--- config.mk ---
export PLATFORM = sky130hd
export DESIGN_NAME = mem_arbiter
export DESIGN_NICKNAME = d
export VERILOG_FILES = /design/src/rtl/mem_arbiter_pkg.sv /design/src/rtl/mem_arbiter.sv
export SDC_FILE = /design/constraint.sdc
export NUM_CORES = 1
export LEC_CHECK = 0
export BUFFER_PORTS_ARGS = -buffer_cell sky130_fd_sc_hd__buf_2
export CAP_MARGIN = 10
export CORE_ASPECT_RATIO = 2
export CORE_UTILIZATION = 27
export DETAILED_ROUTE_END_ITERATION = 10
export PLACE_DENSITY = 0.79
export RECOVER_POWER = 100
export SKIP_CTS_REPAIR_TIMING = 1
export SLEW_MARGIN = 20
export SYNTH_ARGS = -nofsm -noshare
export SYNTH_HDL_FRONTEND = slang
export SYNTH_SLANG_ARGS = --single-unit
--- constraint.sdc ---
create_clock -name clk -period 1.4 [get_ports clk]
set_clock_uncertainty 0.15 [all_clocks]
set_input_delay 0.14 -clock clk [delete_from_list [all_inputs] [get_ports clk]]
set_output_delay 0.14 -clock clk [all_outputs]
set_load 0.05 [all_outputs]
--- src/rtl/mem_arbiter_pkg.sv ---
// Shared types for the two-master memory arbiter.
package mem_arbiter_pkg;

    typedef enum logic [1:0] {
        IDLE        = 2'd0,
        SERVE_INSTR = 2'd1,
        SERVE_DATA  = 2'd2
    } MemArbState_t;

    // Instruction fetches are always full-word reads.
    localparam logic [1:0] BYTESEL_ALL = 2'b11;

endpackage

--- src/rtl/mem_arbiter.sv ---
// Two-master arbiter onto one shared memory bus; data wins contention except
// that the instruction master is guaranteed a grant after a bounded data streak.
module mem_arbiter
    import mem_arbiter_pkg::*;
#(
    parameter int instr_starve_limit = 4
) (
    input  logic        clk,
    input  logic        reset,

    input  logic [19:1] instr_m_addr,
    output logic [15:0] instr_m_data_in,
    input  logic        instr_m_access,
    output logic        instr_m_ack,

    input  logic [19:1] data_m_addr,
    output logic [15:0] data_m_data_in,
    input  logic [15:0] data_m_data_out,
    input  logic        data_m_access,
    output logic        data_m_ack,
    input  logic        data_m_wr_en,
    input  logic [1:0]  data_m_bytesel,

    output logic [19:1] q_m_addr,
    input  logic [15:0] q_m_data_in,
    output logic [15:0] q_m_data_out,
    output logic        q_m_access,
    input  logic        q_m_ack,
    output logic        q_m_wr_en,
    output logic [1:0]  q_m_bytesel
);

    localparam int CW = (instr_starve_limit < 1) ? 1 : $clog2(instr_starve_limit + 1);
    localparam logic [CW-1:0] STARVE_MAX = CW'(instr_starve_limit);

    MemArbState_t  state, state_nxt;
    logic [CW-1:0] starve_cnt, starve_cnt_nxt;
    logic          instr_due;

    assign instr_due = (starve_cnt == STARVE_MAX);

    always_ff @(posedge clk or negedge reset) begin
        if (!reset) begin
            state      <= IDLE;
            starve_cnt <= '0;
        end else begin
            state      <= state_nxt;
            starve_cnt <= starve_cnt_nxt;
        end
    end

    // A grant is held until the slave acks, regardless of the master's access.
    always_comb begin
        state_nxt      = state;
        starve_cnt_nxt = starve_cnt;
        case (state)
            IDLE: begin
                if (data_m_access && !(instr_m_access && instr_due)) begin
                    state_nxt = SERVE_DATA;
                    if (instr_m_access && !instr_due)
                        starve_cnt_nxt = starve_cnt + CW'(1);
                end else if (instr_m_access) begin
                    state_nxt      = SERVE_INSTR;
                    starve_cnt_nxt = '0;
                end
            end
            SERVE_INSTR, SERVE_DATA: begin
                if (q_m_ack)
                    state_nxt = IDLE;
            end
            default: state_nxt = IDLE;
        endcase
    end

    always_comb begin
        q_m_access   = 1'b0;
        q_m_addr     = '0;
        q_m_data_out = '0;
        q_m_wr_en    = 1'b0;
        q_m_bytesel  = '0;
        instr_m_ack  = 1'b0;
        data_m_ack   = 1'b0;
        case (state)
            SERVE_INSTR: begin
                q_m_access  = 1'b1;
                q_m_addr    = instr_m_addr;
                q_m_bytesel = BYTESEL_ALL;
                instr_m_ack = q_m_ack;
            end
            SERVE_DATA: begin
                q_m_access   = 1'b1;
                q_m_addr     = data_m_addr;
                q_m_data_out = data_m_data_out;
                q_m_wr_en    = data_m_wr_en;
                q_m_bytesel  = data_m_bytesel;
                data_m_ack   = q_m_ack;
            end
            default: ;
        endcase
    end

    // Read data fans out to both masters; held at zero only while in reset.
    assign instr_m_data_in = reset ? q_m_data_in : '0;
    assign data_m_data_in  = reset ? q_m_data_in : '0;

endmodule

==> flow_summary.json, run 1 <==
{
  "fp.dieH_um": 87.62,
  "violations": "negative setup slack",
  "end_kind": "output pin",
  "synth_top_area_share_pct": 22.12,
  "grt_pass1_vias": 1268,
  "grt-ovfl-total": 0,
  "synth-edff-count": 0,
  "yosys_warnings": 0,
  "cp_max_fo": 12,
  "ys_async_sr_fraction_pct": 100.0,
  "finalCritPeriodShare_pct": 130.7,
  "netlist_instances": 137,
  "cp_top_family": "flip-flops",
  "final_core_util_pct": 74.67,
  "timing.final.crit_period_ns": 1.830,
  "num_vias": 1556,
  "fmax_ghz": 0.5463,
  "rows": 30,
  "outcome": "complete, but fails checks",
  "numCtsBuffers": 3,
  "hold_path_class": "in2reg",
  "wl_per_cell_um": 15.88,
  "ys_ff_latch": 5,
  "firstDrtPassIters": 4,
  "cellLeakagePower_nw": 1.270,
  "regArea_um2": 125.1,
  "globalplace.congestion": 0.7440,
  "coreArea_um2": 3453,
  "setup_violations": 43,
  "drt-total-wl_um": 5239,
  "cts_tree": "done",
  "clkLatencyLatePin_ns": 0.22,
  "grt_usage_pct": 16.84,
  "cts_root_buf": "clkbuf_8",
  "placed_area_um2": 1926,
  "crit_arrival_ns": 1.54,
  "drive_gt1_share_pct": 83.33,
  "cpMaxStageDelayCell": "dfrtp_1",
  "syn_area_um2": 989.7,
  "vias_per_cell": 4.715,
  "dp_hpwl_um": 3232,
  "h-tree-depth": 1,
  "worstPathRequired_ns": 1.11,
  "worst_ir_drop_vdd_v": 0.001469,
  "setup_ws_ns": -0.4304,
  "cts.sinks": 5,
  "rsz0062_at_grt": "true",
  "yosys.area.top_type": "and2_1",
  "multi_input_area_um2": 1031,
  "cellPowerDensity_nw_per_um2": 2413,
  "ys_top_cells_by_area": "and2_1 22%, a22oi_1 14%, nor2b_1 13%",
  "critPathMaxStageDelay_ns": 0.42,
  "totalPowerFinal_w": 0.006222,
  "fin_area_um2": 2579,
  "yosysMostFrequentCell": "and2_1",
  "grt_pass1_wl_um": 5154,
  "fp.dieW_um": 44.81,
  "drt.antenna.violating_nets": 0,
  "synthToLayoutAreaGrowth_pct": 160.6,
  "path_clk_slew_ns": 0.03,
  "ys_seq_area_share_pct": 12.64,
  "cap_violations": 0,
  "start_util_pct": 28.66,
  "max_slew_margin_pct": 68.94,
  "numPortBuffers": 150,
  "synth_common_cells": "35 x and2_1, 21 x nor2b_1, 19 x a22oi_1, 17 x buf_4",
  "startpoint_type": "flop",
  "path_class": "reg2out",
  "pin_count": 151,
  "cp_num_buf_inv": 3,
  "synth.net_count": 220,
  "drc": 0,
  "synth-main-ff-cell": "dfrtp_1",
  "grt_antenna_before_repair": 0,
  "fin_nets": 366,
  "synth_area_per_cell_um2": 7.224,
  "tightest_slew_ns": 0.4659,
  "yosysUniqueCellTypes": 22,
  "grt_max_degree": 24,
  "die_area_um2": 3926,
  "clockBufferDepth": 2,
  "hold_viol_final": 0,
  "slew_viol_final": 0,
  "antennaDiodeCount": 0,
  "path_cells": "inv_2 -> ha_4 -> buf_12 -> a22oi_2 -> nor2b_4 -> buf_6",
  "drtIter0Drc": 16,
  "nFillCells": 245
}
## worst min-delay path: stages
cell	delay, ns
buf_2	0.13
nand4_1	0.10
o21ai_1	0.05
## sequential cells by signal, indices dropped and copies added, names as in the netlist
name	flops
state	2
starve_cnt	3
## through the flow
step	setup WS (ns)	instances	hold slack, ns	TNS [ns]
3_3_place_gp	-0.2655	321	-0.1214	-8.895
4_1_cts	-0.5182	325	-0.3477	-19.20
5_1_grt	-0.4662	330	0.1088	-15.67
2_1_floorplan	-0.1712	137	-0.3056	-3.768
3_5_place_dp	-0.2772	321	-0.1194	-9.308
6_report	-0.4304	330	0.09629	-13.72
## worst paths after layout
check / start / end / depth (start not counted) / slack, ns
max: state[1] / q_m_addr[11] / 6 / -0.43
min in group asynchronous: reset / starve_cnt[0] / 2 / 0.52
min reg2reg: starve_cnt[2] / starve_cnt[2] / 1 / 0.35
max in group asynchronous: reset / state[1] / 2 / 0.39
min: instr_m_access / starve_cnt[2] / 3 / 0.1
max reg2reg: state[1] / state[0] / 6 / -0.19
## report_power, final
part	leakage [nW]	switching, W	internal, W
sequential	0.0658	0.0000517	0.000201
combinational	1.18	0.00305	0.00266
clock	0.0228	0.0000692	0.000195
total	1.27	0.00317	0.00305
## cells in the final DEF (no fill, tap or decap), types with 3 or more instances in the layout
| master | instances |
|---|---|
| buf_2 | 99 |
| buf_8 | 26 |
| buf_6 | 24 |
| nor2b_4 | 22 |
| a22oi_2 | 19 |
| and2_4 | 18 |
| and2_1 | 9 |
| clkbuf_2 | 9 |
| and2_0 | 7 |
| dfrtp_1 | 5 |
| o21ai_1 | 3 |
| nand3_1 | 3 |
| nand2_1 | 3 |
| o21ai_0 | 3 |
| ha_4 | 3 |
| clkbuf_8 | 3 |
| buf_4 | 3 |
## layer usage
| metal | part of all wire [%] | GRT usage [%] | up-vias |
|---|---|---|---|
| li1 | - | - | 737 |
| met1 | 32 | 15.42 | 714 |
| met2 | 56 | 35.56 | 91 |
| met3 | 8.5 | 3.711 | 14 |
| met4 | 3.1 | 2.204 | 0 |
| met5 | 0 | 0 | - |
## final cells by class
class / count / share of cell area, %
flip-flops and latches: 5 / 4.852
repair buffers: 166 / 50.51
multi-input cells: 103 / 39.98
clock buffers: 4 / 1.747
well taps: 48 / 2.329
inverters: 4 / 0.5822
## cell families after synthesis
kind of cell / synth area share (%)
simple gates: 42.73
compound gates: 20.10
buf+inv: 18.20
flops: 12.64
fa+ha+maj: 6.321
No activity file was read; power rests on OpenSTA's default activity.
==> inputs of run 2 (changes only) <==
CAP_MARGIN = 20   (was 10)
CELL_PAD_IN_SITES_DETAIL_PLACEMENT = 0   (was not set)
CELL_PAD_IN_SITES_GLOBAL_PLACEMENT = 1   (was not set)
CORE_UTILIZATION = 15   (was 27)
PLACE_DENSITY = 0.84   (was 0.79)
==> run 2 against run 1 <==
The flow still finishes with violations (negative setup slack); non-clock buffer count rose by 2; sequential share of layout area fell by 0.21 points; critical path depth fell by 1; hold slack got worse by 0.017 ns; final area rose by 4.5%; global-route usage fell by 7.2 points; via count fell by 0.26%; utilization fell by 32 points; critical path type unchanged; critical endpoint is now q_m_addr[4].
==> flow_summary.json, run 2 (same netlist as run 1, synthesis figures left out) <==
{
  "pin_count": 151,
  "numPortBuffers": 150,
  "grt_pass1_wl_um": 5154,
  "timing.final.crit_period_ns": 1.811,
  "antennaDiodeCount": 0,
  "wl_per_cell_um": 13.87,
  "tightest_slew_ns": 0.4587,
  "num_vias": 1552,
  "h-tree-depth": 1,
  "grt_max_degree": 37,
  "globalplace.congestion": 0.6641,
  "r2r-start": "state[1]",
  "seqPwrFrac_pct": 3.9,
  "rsz0062_at_grt": "true",
  "path_class": "reg2out",
  "fin_nets": 368,
  "clockBufferDepth": 2,
  "grt_pass1_vias": 1191,
  "placed_area_um2": 1976,
  "fp.dieW_um": 59.44,
  "setup_violations": 43,
  "drt-total-wl_um": 5133,
  "grt-ovfl-total": 0,
  "reg2reg_depth": 6,
  "coreArea_um2": 6361,
  "drc": 0,
  "drive_gt1_share_pct": 83.10,
  "dp_hpwl_um": 3243,
  "cts.sinks": 5,
  "crit_top_cell": "buf_8",
  "largest_reg_flops": 3,
  "reg_top3": "starve_cnt x3, state x2",
  "setup_ws_ns": -0.4111,
  "worst_ir_drop_vdd_v": 0.001015,
  "slew_viol_final": 0,
  "finalCritPeriodShare_pct": 129.4,
  "r2r_slack_ns": -0.20,
  "cpMaxStageDelayCell": "dfrtp_1",
  "p_int_w": 0.003354,
  "largest_register": "starve_cnt",
  "nFillCells": 642,
  "pwr-share-clk_pct": 7.3,
  "fin_area_um2": 2695,
  "startpoint_type": "flop",
  "cts_root_buf": "clkbuf_16",
  "outcome": "complete, but fails checks",
  "crit_arrival_ns": 1.52,
  "drtIter0Drc": 54,
  "cp-endpoint": "q_m_addr[4]",
  "fmax_ghz": 0.5521,
  "cts_tree": "done",
  "mostFrequentLayoutCells": "88 x buf_2, 24 x buf_8, 23 x buf_6",
  "grt_usage_pct": 9.615,
  "switching_share_pct": 48.99,
  "start_util_pct": 15.56,
  "worstPathRequired_ns": 1.11,
  "end_kind": "output pin",
  "max_slew_margin_pct": 69.42,
  "cp_max_fo": 11,
  "fp.dieH_um": 116.9,
  "p_sw_w": 0.003221,
  "vias_per_cell": 4.195,
  "hold_ws_ns": 0.07929,
  "die_area_um2": 6946,
  "clkLatencyLatePin_ns": 0.23,
  "grt_antenna_before_repair": 0,
  "cellPowerDensity_nw_per_um2": 2439,
  "drt.antenna.violating_nets": 0,
  "final_core_util_pct": 42.37,
  "startpoint": "state[1]",
  "path_cells": "inv_2 -> ha_4 -> buf_8 -> nor2b_4 -> buf_8",
  "rows": 41,
  "hold_viol_final": 0,
  "firstDrtPassIters": 3,
  "layout_commonest_cell": "buf_2",
  "violations": "negative setup slack",
  "power_frac_comb_pct": 88.9,
  "r2r-end": "state[1]",
  "numCtsBuffers": 3,
  "cap_violations": 0,
  "cellLeakagePower_nw": 1.299,
  "path_clk_slew_ns": 0.04,
  "critPathMaxStageDelay_ns": 0.42,
  "synthToLayoutAreaGrowth_pct": 172.3,
  "hold_path_class": "in2reg"
}
-- run 2: cell types whose count changed in the layout (fill, tap and decap cells not counted), moves of 2 or more --
| cell | change |
|---|---|
| and2_1 | +2 |
| and2_4 | -5 |
| buf_4 | +2 |
| clkbuf_16 | +5 |
| clkbuf_2 | +11 |
| clkbuf_8 | -3 |
| and2_0 | -2 |
| buf_2 | -11 |
| buf_8 | -2 |
| and2_2 | +5 |
-- run 2: power by group through the flow --
| stage | Combinational [W] | Clock (W) | Sequential [W] |
|---|---|---|---|
| 2_1_floorplan | 0.00347 | 0 | 0.000238 |
| 3_3_place_gp | 0.00416 | 0 | 0.000248 |
| 3_5_place_dp | 0.00419 | 0 | 0.000251 |
| 4_1_cts | 0.00419 | 0.000486 | 0.000249 |
| 5_1_grt | 0.00611 | 0.000499 | 0.000260 |
| 6_report | 0.00584 | 0.000477 | 0.000253 |
-- run 2: through the flow --
stage               setup TNS [ns]  setup slack, ns  instances  total power (W)
finish                      -14.83          -0.4111        370         0.006574
global route                -17.08          -0.4678        370         0.006872
CTS                         -20.48          -0.5560        360         0.004923
detailed placement          -10.20          -0.3040        356         0.004437
global placement            -9.759          -0.2834        356         0.004409
floorplan                   -3.768          -0.1712        137         0.003705
-- run 2: critical path: cells and delay by family, from the launching register on --
kind	cells	cell delay (ns)
buffers and inverters	3	0.39
adders and majority gates	1	0.32
and+or+nand+nor	1	0.16
DFF	1	0.42
-- run 2: how the worst min path moves through the flow --
stage,from,end,slack (ns),cells past startpoint
after detailed placement,reset,starve_cnt[1],-0.11,1
after global placement,reset,starve_cnt[1],-0.11,1
after CTS,reset,starve_cnt[1],-0.35,1
after global routing,data_m_access,state[1],0.12,3
after floorplan,reset,starve_cnt[0],-0.31,0
final,data_m_access,starve_cnt[1],0.08,3
-- run 2: layer usage --
layer	vias up	part of all wire, %	global-route usage (%)
met5	-	0	0
met4	0	2.2	3.333
met3	9	6.7	0.8791
met2	98	61	19.18
met1	707	30	9.853
li1	738	-	-
-- run 2: layout make-up --
class,instances,area (µm²),area share [%]
repair buffers,168,1346,49.95
flip-flops and latches,5,125.1,4.643
clock buffers,4,78.83,2.925
well taps,86,107.6,3.993
inverters,4,15.01,0.5571
multi-input cells,103,1022,37.93
